## config.mk

```make
export PLATFORM = sky130hd
export DESIGN_NAME = id_fetch_queue_flat
export DESIGN_NICKNAME = d
export VERILOG_FILES = /design/src/rtl/id_fetch_queue_if.sv /design/src/rtl/id_fetch_queue.sv /design/src/flat_wrapper.sv
export SDC_FILE = /design/constraint.sdc
export NUM_CORES = 1
export LEC_CHECK = 0
export BUFFER_PORTS_ARGS = -buffer_cell sky130_fd_sc_hd__buf_2
export CAP_MARGIN = 20
export CORE_ASPECT_RATIO = 1.25
export CORE_MARGIN = 2
export CORE_UTILIZATION = 33
export DETAILED_ROUTE_END_ITERATION = 6
export PLACE_DENSITY = 0.51
export SYNTH_ARGS = -nofsm -noshare
export SYNTH_HDL_FRONTEND = slang
export SYNTH_SLANG_ARGS = --single-unit
```

## constraint.sdc

```tcl
create_clock -name clk -period 4.2 [get_ports clk]
set_input_delay 0.63 -clock clk [delete_from_list [all_inputs] [get_ports clk]]
set_output_delay 0.63 -clock clk [all_outputs]
set_load 0.05 [all_outputs]
```

## src/rtl/id_fetch_queue_if.sv

```systemverilog
// +--------------------------------------------------------------------------+
// | id_fetch_queue_if : IF->ID fetch queue handshake, flush and status bundle|
// | Revision 1.0                                                             |
// +--------------------------------------------------------------------------+
`default_nettype none

interface id_fetch_queue_if #(
  parameter int ADDR_W = 32,
  parameter int CNT_W  = 3
);
  logic              in_valid;
  logic [ADDR_W-1:0] in_instr;
  logic [ADDR_W-1:0] in_pc;
  logic              in_ready;
  logic              out_valid;
  logic [ADDR_W-1:0] out_instr;
  logic [ADDR_W-1:0] out_pc;
  logic [ADDR_W-1:0] out_pc_plus_4;
  logic              out_ready;
  logic              flush;
  logic              keep_slot;
  logic [CNT_W-1:0]  count;

  modport master (
    output in_valid, in_instr, in_pc, out_ready, flush, keep_slot,
    input  in_ready, out_valid, out_instr, out_pc, out_pc_plus_4, count
  );

  modport slave (
    input  in_valid, in_instr, in_pc, out_ready, flush, keep_slot,
    output in_ready, out_valid, out_instr, out_pc, out_pc_plus_4, count
  );
endinterface

`default_nettype wire

```

## src/rtl/id_fetch_queue.sv

```systemverilog
// +--------------------------------------------------------------------------+
// | id_fetch_queue : circular IF->ID instruction queue with redirect flush.  |
// | Macro ID_FETCH_QUEUE_DELAY_SLOT_EN keeps one delay-slot entry on flush.  |
// | Revision 1.0                                                             |
// +--------------------------------------------------------------------------+
`default_nettype none

module id_fetch_queue #(
  parameter int DEPTH  = 4,
  parameter int ADDR_W = 32,
  parameter int CNT_W  = $clog2(DEPTH) + 1
) (
  input  logic            clk,
  input  logic            rst,
  id_fetch_queue_if.slave fq_io
);

  localparam int               PTR_W   = $clog2(DEPTH);
  localparam logic [CNT_W-1:0] C_DEPTH = CNT_W'(DEPTH);

  logic [ADDR_W-1:0] instr_mem_q [DEPTH];
  logic [ADDR_W-1:0] pc_mem_q    [DEPTH];

  logic [PTR_W-1:0] rd_ptr_q, rd_ptr_d;
  logic [PTR_W-1:0] wr_ptr_q, wr_ptr_d;
  logic [CNT_W-1:0] count_q,  count_d;

  logic in_ready;
  logic out_valid;
  logic enq;
  logic deq;
  logic keep;
  logic survivor;

`ifdef ID_FETCH_QUEUE_DELAY_SLOT_EN
  assign keep = fq_io.keep_slot;
`else
  logic unused_keep_slot;
  assign unused_keep_slot = fq_io.keep_slot;
  assign keep             = 1'b0;
`endif

  // Ready comes from the registered count only, and is forced low in reset.
  assign in_ready  = !rst && (count_q < C_DEPTH);
  assign out_valid = (count_q != '0);
  assign enq       = fq_io.in_valid && in_ready;
  assign deq       = out_valid && fq_io.out_ready;

  // An entry survives a retaining flush only if one is left after this cycle's dequeue.
  assign survivor  = (count_q > (deq ? CNT_W'(1) : CNT_W'(0)));

  always_comb begin
    rd_ptr_d = deq ? rd_ptr_q + PTR_W'(1) : rd_ptr_q;
    wr_ptr_d = wr_ptr_q;
    count_d  = count_q;
    if (fq_io.flush) begin
      if (keep && survivor) begin
        wr_ptr_d = rd_ptr_d + PTR_W'(1);
        count_d  = CNT_W'(1);
      end else begin
        wr_ptr_d = rd_ptr_d;
        count_d  = '0;
      end
    end else begin
      if (enq) begin
        wr_ptr_d = wr_ptr_q + PTR_W'(1);
      end
      case ({enq, deq})
        2'b10:   count_d = count_q + CNT_W'(1);
        2'b01:   count_d = count_q - CNT_W'(1);
        default: count_d = count_q;
      endcase
    end
  end

  always_ff @(posedge clk or posedge rst) begin
    if (rst) begin
      rd_ptr_q <= '0;
      wr_ptr_q <= '0;
      count_q  <= '0;
    end else begin
      rd_ptr_q <= rd_ptr_d;
      wr_ptr_q <= wr_ptr_d;
      count_q  <= count_d;
    end
  end

  always_ff @(posedge clk) begin
    if (enq && !fq_io.flush) begin
      instr_mem_q[wr_ptr_q] <= fq_io.in_instr;
      pc_mem_q[wr_ptr_q]    <= fq_io.in_pc;
    end
  end

  assign fq_io.in_ready      = in_ready;
  assign fq_io.out_valid     = out_valid;
  assign fq_io.count         = count_q;
  assign fq_io.out_instr     = out_valid ? instr_mem_q[rd_ptr_q] : '0;
  assign fq_io.out_pc        = out_valid ? pc_mem_q[rd_ptr_q] : '0;
  assign fq_io.out_pc_plus_4 = out_valid ? pc_mem_q[rd_ptr_q] + ADDR_W'(4) : '0;

endmodule

`default_nettype wire
```

## src/flat_wrapper.sv

```systemverilog
// flat-port wrapper written by rule: the top's interface ports become plain ports
module id_fetch_queue_flat 
#(
  parameter int DEPTH  = 4,
  parameter int ADDR_W = 32,
  parameter int CNT_W  = $clog2(DEPTH) + 1
)
  (clk, rst, fq_io_in_valid, fq_io_in_instr, fq_io_in_pc, fq_io_out_ready, fq_io_flush, fq_io_keep_slot, fq_io_in_ready, fq_io_out_valid, fq_io_out_instr, fq_io_out_pc, fq_io_out_pc_plus_4, fq_io_count);
  id_fetch_queue_if #(.ADDR_W(ADDR_W), .CNT_W(CNT_W)) fq_io_i ();
  input  logic clk;
  input  logic rst;
  input wire logic [$bits(fq_io_i.in_valid)-1:0] fq_io_in_valid;
  input wire logic [$bits(fq_io_i.in_instr)-1:0] fq_io_in_instr;
  input wire logic [$bits(fq_io_i.in_pc)-1:0] fq_io_in_pc;
  input wire logic [$bits(fq_io_i.out_ready)-1:0] fq_io_out_ready;
  input wire logic [$bits(fq_io_i.flush)-1:0] fq_io_flush;
  input wire logic [$bits(fq_io_i.keep_slot)-1:0] fq_io_keep_slot;
  output wire logic [$bits(fq_io_i.in_ready)-1:0] fq_io_in_ready;
  output wire logic [$bits(fq_io_i.out_valid)-1:0] fq_io_out_valid;
  output wire logic [$bits(fq_io_i.out_instr)-1:0] fq_io_out_instr;
  output wire logic [$bits(fq_io_i.out_pc)-1:0] fq_io_out_pc;
  output wire logic [$bits(fq_io_i.out_pc_plus_4)-1:0] fq_io_out_pc_plus_4;
  output wire logic [$bits(fq_io_i.count)-1:0] fq_io_count;
  assign fq_io_i.in_valid = fq_io_in_valid;
  assign fq_io_i.in_instr = fq_io_in_instr;
  assign fq_io_i.in_pc = fq_io_in_pc;
  assign fq_io_i.out_ready = fq_io_out_ready;
  assign fq_io_i.flush = fq_io_flush;
  assign fq_io_i.keep_slot = fq_io_keep_slot;
  assign fq_io_in_ready = fq_io_i.in_ready;
  assign fq_io_out_valid = fq_io_i.out_valid;
  assign fq_io_out_instr = fq_io_i.out_instr;
  assign fq_io_out_pc = fq_io_i.out_pc;
  assign fq_io_out_pc_plus_4 = fq_io_i.out_pc_plus_4;
  assign fq_io_count = fq_io_i.count;
  id_fetch_queue #(.DEPTH(DEPTH), .ADDR_W(ADDR_W), .CNT_W(CNT_W)) u_core (.clk(clk), .rst(rst), .fq_io(fq_io_i));
endmodule
```

## Word-level counts from Yosys, hierarchy flattened

Memory sizes are Yosys's and may differ from the RTL's.
Index checks and enable logic that the tools add are counted.

| cells by class | value |
|---|---|
| add/sub/neg operators | 5 |
| multiply operators | 0 |
| divide/modulo/power cells | 0 |
| $lt $le $gt $ge | 1 |
| equality and inequality tests | 2 |
| shift-type cells | 0 |
| muxes and demuxes | 10 |
| bitwise operators | 0 |
| reductions and logical operators | 9 |

Operators by type and width:

| kind | count |
|---|---|
| 32-bit two-way mux | 3 |
| 32-bit by 3-bit adder with 32-bit output (second input constant) | 1 |
| 2-bit two-way mux | 3 |
| 3-bit one-hot mux with 2 select lines | 1 |
| 3-bit nonzero test | 2 |
| 2-bit by 1-bit adder with 2-bit output (second input constant) | 2 |
| 1-bit logical AND | 4 |
| 3-bit by 1-bit adder with 3-bit output (second input constant) | 1 |
| 3-bit < comparator (second input constant) | 1 |
| 3-bit two-way mux | 1 |
| 3-bit by 1-bit subtractor with 3-bit output (second input constant) | 1 |
| 2-bit by 1-bit == test with 1-bit output (second input constant) | 1 |
| 2-bit == test (second input constant) | 1 |
| 1-bit logical NOT | 2 |
| 1-bit two-way mux | 2 |
| 2-bit nonzero test | 1 |

| storage, ports and cells | value |
|---|---|
| register bits | 7 |
| bits in latches | 0 |
| memory bits (writable) | 256 |
| ROM bits | 0 |
| bits of input ports | 70 |
| output and inout port bits | 101 |
| word-level logic and storage cells | 32 |
| memories | 2 |

Memory list:

| memory | words | bits a word | read ports | clocked after memory_dff | write ports | RTL line | text |
|---|---|---|---|---|---|---|---|
| u_core.instr_mem_q | 4 | 32 | 1 | 0 | 1 | id_fetch_queue.sv:21 | `logic [ADDR_W-1:0] instr_mem_q [DEPTH];` |
| u_core.pc_mem_q | 4 | 32 | 1 | 0 | 1 | id_fetch_queue.sv:22 | `logic [ADDR_W-1:0] pc_mem_q [DEPTH];` |

## Depth between registers and ports, before layout

Gate-level depths: netlist of the first run.

| depth | value |
|---|---|
| depth in word-level cells | 6 |
| mapped depth | 8 |
| gate-level depth less buffers | 8 |

## Least setup slack after synthesis of the first run

No wires, ideal clock.

| timing path | value |
|---|---|
| kind | register -> register |
| from | reg u_core.count_q[2] (netlist: u_core.fq_io.count[2]) |
| to | mem u_core.instr_mem_q[0][0], enable pin |
| library setup time | 0.429 ns |
| data arrival time | 3.557 ns |
| required time | 3.771 ns |
| slack | 0.214 ns |
| cell stages (with the launch flop) | 6 |
| path buffers | 1 |
| period minus slack after synthesis | 3.986 ns |
| cell sequence | dfrtp_1 nor2_1 and2_1 clkbuf_1 nor2b_1 and2_1 |

| between the ends | value |
|---|---|
| cells in the longest elaborated chain, start to end | 6 |

Ends and longest elaborated chain:

| element | RTL line | text |
|---|---|---|
| from (decl) | id_fetch_queue.sv:26 | `logic [CNT_W-1:0] count_q, count_d;` |
| from (signal assigned) | id_fetch_queue.sv:84 | `count_q <= count_d;` |
| 3-bit < comparator | id_fetch_queue.sv:44 | `assign in_ready = !rst && (count_q < C_DEPTH);` |
| 1-bit logical AND | id_fetch_queue.sv:44 |  |
| net fq_io_in_ready | flat_wrapper.sv:18 | `output wire logic [$bits(fq_io_i.in_ready)-1:0] fq_io_in_ready;` |
| 1-bit logical AND | id_fetch_queue.sv:46 | `assign enq = fq_io.in_valid && in_ready;` |
| 1-bit logical AND | id_fetch_queue.sv:89 | `if (enq && !fq_io.flush) begin` |
| 1-bit two-way mux | id_fetch_queue.sv:89 |  |
| 1-bit two-way mux (implied by the code) | id_fetch_queue.sv:90 | `instr_mem_q[wr_ptr_q] <= fq_io.in_instr;` |
| to (decl) | id_fetch_queue.sv:21 |  |

The timed path passes the listed nets, and every way through them passes these cells.

## Worst setup path in the final report of the first run

| timing path | value |
|---|---|
| from | reg u_core.rd_ptr_q[0] |
| to | out fq_io_out_pc_plus_4[31] |

| between the ends | value |
|---|---|
| cells in the longest elaborated chain, start to end | 3 |

Ends and longest elaborated chain:

| element | RTL line | text |
|---|---|---|
| from (decl) | id_fetch_queue.sv:24 | `logic [PTR_W-1:0] rd_ptr_q, rd_ptr_d;` |
| from (signal assigned) | id_fetch_queue.sv:82 | `rd_ptr_q <= rd_ptr_d;` |
| memory read 4 x 32 bit | - |  |
| 32-bit by 3-bit adder with 32-bit output | id_fetch_queue.sv:100 | `assign fq_io.out_pc_plus_4 = out_valid ? pc_mem_q[rd_ptr_q] + ADDR_W'(4) : '0;` |
| 32-bit two-way mux | id_fetch_queue.sv:100 |  |
| to (decl) | flat_wrapper.sv:22 | `output wire logic [$bits(fq_io_i.out_pc_plus_4)-1:0] fq_io_out_pc_plus_4;` |

Every way passes these cells.

==> results of run 1 <==
registers in the layout, indices dropped and copies added, names as in the netlist:
| signal | cells |
|---|---|
| u_core.instr_mem_q | 128 |
| u_core.pc_mem_q | 128 |
| u_core.fq_io.count | 3 |
| u_core.rd_ptr_q | 2 |
| u_core.wr_ptr_q | 2 |
final cells by class:
class	count	area share
Multi-Input combinational cell	281	0.2189
Antenna cell	3	0.0005726
Sequential cell	263	0.6003
Clock inverter	10	0.009448
Tap cell	418	0.03989
Timing Repair Buffer	181	0.07444
Inverter	7	0.002004
Clock buffer	37	0.05440
cells by family (layout without fill, tap and decap cells):
| kind of cell | Yosys count | count (layout) | share of synthesized area |
|---|---|---|---|
| other | 0 | 3 | 0 |
| buffers and inverters | 36 | 235 | 0.01700 |
| AO/OA/AOI/OAI | 17 | 17 | 0.008498 |
| adder cells (fa/ha/maj) | 6 | 6 | 0.007580 |
| XOR/XNOR | 16 | 16 | 0.01286 |
| flip-flops | 263 | 263 | 0.7217 |
| AND/OR/NAND/NOR | 169 | 169 | 0.09085 |
| multiplexers | 73 | 73 | 0.1415 |
worst paths after layout:
kind                                        from                        to  slack [ps]
setup / recovery              u_core.rd_ptr_q[0]   fq_io_out_pc_plus_4[31]         190
hold / removal                               rst     u_core.fq_io.count[0]          40
setup reg to reg           u_core.fq_io.count[0]     u_core.fq_io.count[2]        1530
hold reg to reg            u_core.fq_io.count[1]     u_core.fq_io.count[1]         640
max in group asynchronous                    rst        u_core.rd_ptr_q[1]        3920
min in group clk               fq_io_in_instr[4]  u_core.instr_mem_q[0][4]         300
worst max-delay path: stages (launching register included):
cell and delay (ps):
dfrtp_4 620, buf_4 240, mux4_2 370, and4_1 330, nand3_1 220, or4_1 590
a21oi_1 190, buf_2 290
layer usage:
layer,part of all wire,wire length (microns),global-route usage
met1,0.41,9563,0.1622
met2,0.49,11540,0.2286
met3,0.066,1531,0.03554
met4,0.030,699,0.05083
met5,0.0019,45,0
stage by stage:
stage | cell area (sq um) | hold slack [ps] | utilization
finish | 13110 | 35.49 | 0.4023
global route | 13110 | 26.76 | 0.4022
CTS | 13040 | 6.476 | 0.4001
detailed placement | 12200 | 590.2 | 0.3744
global placement | 12200 | 571.8 | 0.3744
floorplan | 10890 | 433.4 | -
power groups by stage:
| stage | Sequential, W | Combinational (W) | Clock (W) |
|---|---|---|---|
| floorplan | 0.00319 | 0.00403 | 0 |
| global placement | 0.00327 | 0.00506 | 0 |
| detailed placement | 0.00328 | 0.00511 | 0 |
| CTS | 0.00323 | 0.00512 | 0.00239 |
| global route | 0.00324 | 0.00542 | 0.00247 |
| finish | 0.00322 | 0.00510 | 0.00230 |
layout by cell type (no fill, tap or decap), drive strengths merged, types with 7 or more instances in the layout:
cell type    n
nand3       14
nand4        8
edfxtp     256
buf        181
nor2        30
inv          8
xnor2       13
dfrtp        7
a21oi        7
mux4        64
mux2         8
nor3         8
clkbuf      37
and2        69
o21ai        7
nand2       13
synthesized netlist by cell type, drive strengths merged, types with 6 or more instances:
cell type and count:
xnor2 13, mux4 64, buf 17, nand2 13, edfxtp 256, inv 7, dfrtp 7, o21ai 7
nand3 14, mux2 8, clkbuf 12, nor3 8, or4 6, and2 69, nand4 8, nor2 30
a21oi 7, and4 6
==> metrics.md, run 1 <==
| Metric | Value |
|---|---|
| Psw | 0.004705 W |
| Combinational Power Share | 0.480 |
| Gpl congestion | 0.8528 |
| Clock power share | 0.217 |
| Clock Skews | 7.691 ps |
| Seq. cell area | 7870 sq um |
| DP Wirelength | 14180 microns |
| Drt via density | 4.919 |
| Internal power | 0.005903 W |
| Grt total ovfl | 0 |
| # Max-Cap Violations | 0 |
| Post-synth net total | 656 |
| Reg power frac | 0.303 |
| Startpoint Class | flip-flop |
| Ranking of synthesized cells by area | edfxtp_1 71%, mux4_2 13%, and2_1 4.0%, dfrtp_1 1.6%, xnor2_1 1.0% |
| Multi-input gate area | 2870 sq um |
| Final setup margin | 191.5 ps |
| CP arrival | 3380 ps |
| Cell Rows | 74 |
| Final Instance Count excl. Fillers | 1200 |
| Primary FF master, synth | edfxtp_1 |
| GR Util All Layers | 0.1337 |
| DIE AREA | 34490 sq um |
| Largest net degree at the start of global routing | 66 |
| FILL cells | 2997 |
| YS warnings | 0 |
| Worst path required time | 3570 ps |
| Number of global-route vias before repair | 6385 |
| CTS resizes | 0 |
| Hold Path Class | input port to asynchronous set/reset pin |
| Post-placement cell count | 1148 |
| Max Clk Rate | 249.5 MHz |
| Detail Route Antenna Nets | 0 |
| Cell area after synthesis | 10890 sq um |
| Die X | 166.5 microns |
| Ratio of cells with drive above 1 in the final layout | 0.3774 |
| Relative slew margins | 0.2864 |
| RSZ-0062 raised after global routing | no |
| Setup_tns | 0 ps |
| CTS buffer count | 27 |
| Worst vdd ir | 763.5 uV |
| Synthesized flop and latch total | 263 |
| Nets | 837 |
| Avg Synthesized Cell Area | 18.78 sq um |
| TritonCTS clock tree | yes |
| Slew Limit Fails | 0 |
| Htree depth | 1 |
| Root Buffer | clkbuf_16 |
| Via count | 5903 |
| Min cycle time layout | 4009 ps |
| Final Setup Violations | 0 |
| Final hold viol count | 0 |
| First-pass GRT wire length | 36220 microns |
| Worst R2R Path Depth | 9 |
| Synth async-reset ratio | 0.02662 |
| Starting DRT DRC Count | 317 |
| Core Region | 32590 sq um |
| Sw Share | 0.4435 |
| Post-Syn Instances | 580 |
| Static Leak | 4.606 nW |
| Routed len/inst | 19.48 microns |
| Clock buffer depth | 3 |
| Maximum fanout along the worst path | 18 |
| DRC Markers | 0 |
| CP endpoint kind | output port |
| Starting density of the core | 0.3343 |
| Kind of critical path | flip-flop to output port |
| Register area share after synthesis | 0.7217 |
| Cell taking the most area after synthesis | edfxtp_1 |
| Setup Buffers After CTS | 0 |
| Detailed Routing Iterations Pass 1 | 4 |
| Layout area overhead | 20.34% |
| Final Routed Wirelength | 23370 microns |
| Die Y | 207.1 microns |
| CTS Sinks | 263 |
| Slew @ Worst Pin | 1070 ps |
| Pwr Total | 0.01061 W |
| Run status | complete, no violations |
| I/O pins | 171 |
| Share of the synthesized area in the top cell type | 0.7056 |
| Count of distinct cell types in the synthesized netlist | 38 |
| CTS clk-pin slew, worst paths | 60 ps |
| Worst skew pair latency | 540 ps |
| Initial antenna violation count | 6 |
| Dpl ws | 679.8 ps |
| Power density cells | 809.2 nW/um^2 |
| Port Buf Inserts | 169 |
| Post-synth EDFFs | 256 |
| CTS Hold Bufs | 0 |
| Period utilization | 0.9544 |
Note: power is estimated with default switching activity, not from simulation.
==> run 2, diff against run 1 <==
CORE_ASPECT_RATIO = 1.5   (was 1.25)
PLACE_DENSITY = 0.53   (was 0.51)
clock period = 3.49 ns   (was 4.2 ns; I/O delays follow)
==> metrics.md, run 2 (synthesis gave the netlist of run 1 again) <==
| Metric | Value |
|---|---|
| Routed len/inst | 19.29 microns (was 19.48 microns) |
| CP arrival | 3080 ps (was 3380 ps) |
| Setup_tns | -437.6 ps (was 0 ps) |
| I/O pins | 171 (unchanged) |
| Most frequent cells in the layout | 256 x edfxtp_1, 149 x buf_2, 66 x buf_4 (was 256 x edfxtp_1, 169 x buf_2, 65 x and2_1) |
| Layout area overhead | 26.43% (was 20.34%) |
| Slew @ Worst Pin | 669.2 ps (was 1070 ps) |
| TritonCTS clock tree | yes (unchanged) |
| Kind of critical path | flip-flop to output port (unchanged) |
| GR Util All Layers | 0.1392 (was 0.1337) |
| Starting DRT DRC Count | 277 (was 317) |
| Slew Limit Fails | 0 (unchanged) |
| # Max-Cap Violations | 0 (unchanged) |
| Power density cells | 963.5 nW/um^2 (was 809.2 nW/um^2) |
| Maximum fanout along the worst path | 7 (was 18) |
| Max Clk Rate | 277.7 MHz |
| CP endpoint kind | output port (unchanged) |
| Worst R2R Path Depth | 8 (was 9) |
| Nets | 896 (was 837) |
| Number of global-route vias before repair | 6454 (was 6385) |
| Static Leak | 4.911 nW (was 4.606 nW) |
| RSZ-0062 raised after global routing | yes (was no) |
| Hold Path Class | input port to flip-flop (was input port to asynchronous set/reset pin) |
| Failing checks | negative setup slack |
| DRC Markers | 0 (unchanged) |
| CP Launch Point | u_core.rd_ptr_q[0] (unchanged) |
| Final hold viol count | 0 (unchanged) |
| Clock buffer depth | 3 (unchanged) |
| DP Wirelength | 15800 microns (was 14180 microns) |
| Run status | finished, violations left (was complete, no violations) |
| Worst path required time | 2970 ps (was 3570 ps) |
| Final Routed Wirelength | 24220 microns (was 23370 microns) |
| Startpoint Class | flip-flop (unchanged) |
| Worst vdd ir | 585.9 uV (was 763.5 uV) |
| Cell Rows | 81 (was 74) |
| Via count | 6047 (was 5903) |
| Worst flop-to-flop path endpoint | u_core.fq_io.count[2] (unchanged) |
| Worst skew pair latency | 520 ps (was 540 ps) |
| Final setup margin | -110.5 ps (was 191.5 ps) |
| Min cycle time layout | 3601 ps |
| First-pass GRT wire length | 36850 microns (was 36220 microns) |
| Period utilization | 1.032 |
| DIE AREA | 34510 sq um (was 34490 sq um) |
| Htree depth | 1 (unchanged) |
| Grt total ovfl | 0 (unchanged) |
| Clock Skews | 10.13 ps (was 7.691 ps) |
| R2r startpoint | u_core.fq_io.count[0] (unchanged) |
| Detail Route Antenna Nets | 0 (unchanged) |
| Ratio of cells with drive above 1 in the final layout | 0.4463 (was 0.3774) |
| Port Buf Inserts | 169 (unchanged) |
| FILL cells | 2892 (was 2997) |
| Initial antenna violation count | 6 (unchanged) |
| CTS buffer count | 25 (was 27) |
| CTS clk-pin slew, worst paths | 60 ps (about the same) |
| CP Capture Point | fq_io_out_pc_plus_4[29] (was fq_io_out_pc_plus_4[31]) |
| Drt via density | 4.814 (was 4.919) |
| Root Buffer | clkbuf_16 (unchanged) |
| CTS Sinks | 263 (unchanged) |
| Most common cell after layout, fill and taps aside | edfxtp_1 (unchanged) |
| FF-to-FF setup slack | 1050 ps (was 1530 ps) |
| Die X | 152.4 microns (was 166.5 microns) |
| Worst hold slack | 204.7 ps (was 35.49 ps) |
| Starting density of the core | 0.3349 (was 0.3343) |
| Detailed Routing Iterations Pass 1 | 4 (unchanged) |
| Core Region | 32530 sq um (was 32590 sq um) |
| Die Y | 226.5 microns (was 207.1 microns) |
| Largest net degree at the start of global routing | 40 (was 66) |
| Final Setup Violations | 9 (was 0) |
| Gpl congestion | 0.7485 (was 0.8528) |
| Relative slew margins | 0.5532 (was 0.2864) |
run 2: layout make-up:
type	count	area, sq um	share of cell area
sequential	263	7870	0.5714
multi-input combinational	281	2994	0.2174
clock buffer	35	663.1	0.04815
timing repair buffer	242	1618	0.1175
antenna	3	7.507	0.0005451
tap	415	519.2	0.03770
inverter	7	26.28	0.001908
clock inverter	10	75.07	0.005451
run 2: how the worst min path moves through the flow:
stage                      startpoint                       end  slack [ps]  cells past startpoint
floorplan                         rst     u_core.fq_io.count[0]         330                      1
global placement                  rst     u_core.fq_io.count[2]         490                      2
detailed placement                rst     u_core.fq_io.count[2]         500                      2
CTS                 fq_io_in_instr[7]  u_core.instr_mem_q[1][7]         170                      1
global route        fq_io_in_instr[7]  u_core.instr_mem_q[1][7]         190                      1
finish              fq_io_in_instr[4]  u_core.instr_mem_q[0][4]         200                      1
run 2: through the flow:
step	cell area [sq um]	total power, W	util	setup slack, ps	cells
detailed placement	12390	0.01022	0.3809	180.4	1161
CTS	13650	0.01335	0.4196	-121.5	1250
floorplan	10900	0.008684	-	142.9	580
global placement	12390	0.01022	0.3809	171.1	1161
finish	13770	0.01327	0.4234	-110.5	1256
global route	13770	0.01391	0.4233	-190.2	1255
run 2: critical path, cell delays in order (launching register included):
cell	delay, ps
dfrtp_4	500
buf_12	160
buf_8	130
mux4_2	400
nand4_4	110
or4_4	560
or3_1	320
a21oi_1	150
buf_4	210
run 2: timing repair:
action | in CTS | in global routing
buffers inserted | 43 | 3
resized for setup | 46 | 27
hold buffers | 1 | 0
pin swaps | 12 | 9
hold endpoints to repair | 7 | 0
gates cloned | 0 | 0
setup endpoints to repair | 18 | 21
run 2: power breakdown:
group / internal (W) / switching (W) / total, W / leakage (nW)
Sequential: 0.00368 / 0.0000804 / 0.00376 / 2.40
Clock: 0.00140 / 0.00108 / 0.00248 / 0.354
Combinational: 0.00235 / 0.00468 / 0.00703 / 2.16
Total: 0.00743 / 0.00584 / 0.0133 / 4.91
run 2: layer usage:
| layer | vias up | global-route usage | share of wire |
|---|---|---|---|
| met5 | - | 0 | 0.0018 |
| met4 | 6 | 0.05547 | 0.029 |
| met3 | 43 | 0.02905 | 0.052 |
| met2 | 148 | 0.2677 | 0.55 |
| met1 | 3069 | 0.1476 | 0.37 |
| li1 | 2781 | - | - |
==> run 3, diff against run 2 <==
CORE_UTILIZATION = 50   (was 33)
PLACE_DENSITY = 0.75   (was 0.53)
==> metrics.md, run 3 (synthesis gave the netlist of run 1 again) <==
| Metric | Value |
|---|---|
| Clock Skews | 5.503 ps (was 10.13 ps) |
| Seq. cell area | 7870 sq um (unchanged) |
| Slew Limit Fails | 0 (unchanged) |
| GR Util All Layers | 0.1948 (was 0.1392) |
| Period utilization | 1.024 (was 1.032) |
| Kind of critical path | flip-flop to output port (unchanged) |
| RSZ-0062 raised after global routing | yes (unchanged) |
| Worst path required time | 2970 ps (about the same) |
| Via count | 6129 (was 6047) |
| CP endpoint kind | output port (unchanged) |
| CTS Sinks | 263 (unchanged) |
| Slew @ Worst Pin | 951.5 ps (was 669.2 ps) |
| Starting DRT DRC Count | 350 (was 277) |
| DRC Markers | 0 (unchanged) |
| Run status | finished, violations left (unchanged) |
| Max Clk Rate | 279.7 MHz (was 277.7 MHz) |
| Ratio of cells with drive above 1 in the final layout | 0.4379 (was 0.4463) |
| Worst hold slack | 229.0 ps (was 204.7 ps) |
| Worst vdd ir | 497.9 uV (was 585.9 uV) |
| Relative slew margins | 0.3647 (was 0.5532) |
| Nets | 873 (was 896) |
| Detail Route Antenna Nets | 0 (unchanged) |
| CTS buffer count | 22 (was 25) |
| Min cycle time layout | 3575 ps (was 3601 ps) |
| Final setup margin | -84.81 ps (was -110.5 ps) |
| Dpl ws | 128.8 ps (was 180.4 ps) |
| CP Capture Point | fq_io_out_pc_plus_4[29] (unchanged) |
| Starting density of the core | 0.5055 (was 0.3349) |
| Startpoint Class | flip-flop (unchanged) |
| Hold Path Class | input port to flip-flop (unchanged) |
| Port Buf Inserts | 169 (unchanged) |
| Worst R2R Path Depth | 8 (unchanged) |
| Worst skew pair latency | 500 ps (was 520 ps) |
| Routed len/inst | 21.09 microns (was 19.29 microns) |
| Initial antenna violation count | 4 (was 6) |
| CP Launch Point | u_core.rd_ptr_q[0] (unchanged) |
| FF-to-FF setup slack | 930 ps (was 1050 ps) |
| Final core occ | 0.6212 (was 0.4234) |
| Die Y | 184.8 microns (was 226.5 microns) |
| Htree depth | 1 (unchanged) |
| Most frequent cells in the layout | 256 x edfxtp_1, 154 x buf_2, 65 x and2_1 (was 256 x edfxtp_1, 149 x buf_2, 66 x buf_4) |
| Multi-input gate area | 3008 sq um (was 2994 sq um) |
| Layout area overhead | 22.90% (was 26.43%) |
| Gpl congestion | 0.8573 (was 0.7485) |
| First-pass GRT wire length | 34950 microns (was 36850 microns) |
| DIE AREA | 23010 sq um (was 34510 sq um) |
| Grt total ovfl | 0 (unchanged) |
| Final hold viol count | 0 (unchanged) |
| Final Setup Violations | 13 (was 9) |
| Maximum fanout along the worst path | 4 (was 7) |
| Power density cells | 966.5 nW/um^2 (was 963.5 nW/um^2) |
| Core Region | 21550 sq um (was 32530 sq um) |
| CTS clk-pin slew, worst paths | 70 ps (was 60 ps) |
| Detailed Routing Iterations Pass 1 | 5 (was 4) |
| Clock buffer depth | 3 (unchanged) |
| Most common cell after layout, fill and taps aside | edfxtp_1 (unchanged) |
| DP Wirelength | 14070 microns (was 15800 microns) |
| Number of global-route vias before repair | 6449 (was 6454) |
| Failing checks | negative setup slack (unchanged) |
| FILL cells | 1506 (was 2892) |
| Drt via density | 5.633 (was 4.814) |
| Die X | 124.5 microns (was 152.4 microns) |
| Cell Rows | 66 (was 81) |
| Pwr Total | 0.01294 W (was 0.01327 W) |
| Final Routed Wirelength | 22940 microns (was 24220 microns) |
| Worst flop-to-flop path endpoint | u_core.fq_io.count[2] (unchanged) |
| Static Leak | 4.792 nW (was 4.911 nW) |
| CP arrival | 3050 ps (was 3080 ps) |
| Root Buffer | clkbuf_16 (unchanged) |
| # Max-Cap Violations | 0 (unchanged) |
| TritonCTS clock tree | yes (unchanged) |
| Largest net degree at the start of global routing | 66 (was 40) |
| I/O pins | 171 (unchanged) |
| R2r startpoint | u_core.fq_io.count[0] (unchanged) |
==> run 3: changes by cell type in the layout (fill, tap and decap cells not counted), sizes merged <==
| cell | before | now |
|---|---|---|
| clkinv | 7 | 9 |
| buf | 239 | 218 |
| clkinvlp | 1 | 2 |
| clkbuf | 37 | 30 |
==> run 3: timing repair <==
| item | 4_1_cts | 5_1_grt |
|---|---|---|
| setup endpoints to repair | 19 | 20 |
| pin swaps | 6 | 6 |
| setup buffers | 32 | 4 |
| hold endpoints to repair | 7 | 0 |
| gates resized for setup | 38 | 33 |
| hold buffers | 1 | 0 |
| cloned | 0 | 0 |
==> run 3: layer usage <==
layer | global-route usage | share of wire
met1 | 0.2334 | 0.38
met2 | 0.3572 | 0.54
met3 | 0.03177 | 0.052
met4 | 0.06966 | 0.027
met5 | 0 | 0.00048
==> run 3: worst min-delay path by stage <==
stage	from	end	slack (ps)	cells after the start
2_1_floorplan	rst	u_core.fq_io.count[0]	330	1
6_report	fq_io_in_instr[14]	u_core.instr_mem_q[3][14]	230	1
3_5_place_dp	rst	u_core.fq_io.count[0]	480	2
5_1_grt	fq_io_in_instr[20]	u_core.instr_mem_q[3][20]	210	1
3_3_place_gp	rst	u_core.fq_io.count[0]	470	2
4_1_cts	fq_io_in_instr[4]	u_core.instr_mem_q[1][4]	210	1
==> run 3: power by group <==
part           switching (W)  total (W)  internal (W)
Combinational        0.00460    0.00680       0.00221
Clock                0.00105    0.00234       0.00129
Sequential          0.000122    0.00380       0.00368
==> run 3: per-stage QoR <==
stage	TNS [ps]	cell area, sq um	std cells
final	-338.9	13390	1088
after global routing	-1771	13380	1085
after CTS	-269.8	13230	1081
after detailed placement	0	12110	1008
after global placement	0	12110	1008
after floorplan	0	10900	580
==> run 3: worst max-delay path, stage by stage, from the launching register on <==
cell and delay, ps:
dfrtp_4 520, buf_12 150, buf_8 120, mux4_2 390
nand4_1 120, or4_4 580, or3_4 350, a21oi_2 140
buf_6 170
==> run 3: area by class of cell <==
class,instances,area share
inverters,7,0.001962
clock inverters,13,0.007196
multi-input cells,281,0.2247
repair buffers,222,0.1083
clock buffers,27,0.04411
flip-flops and latches,263,0.5878
well taps,272,0.02542
diodes,3,0.0005607
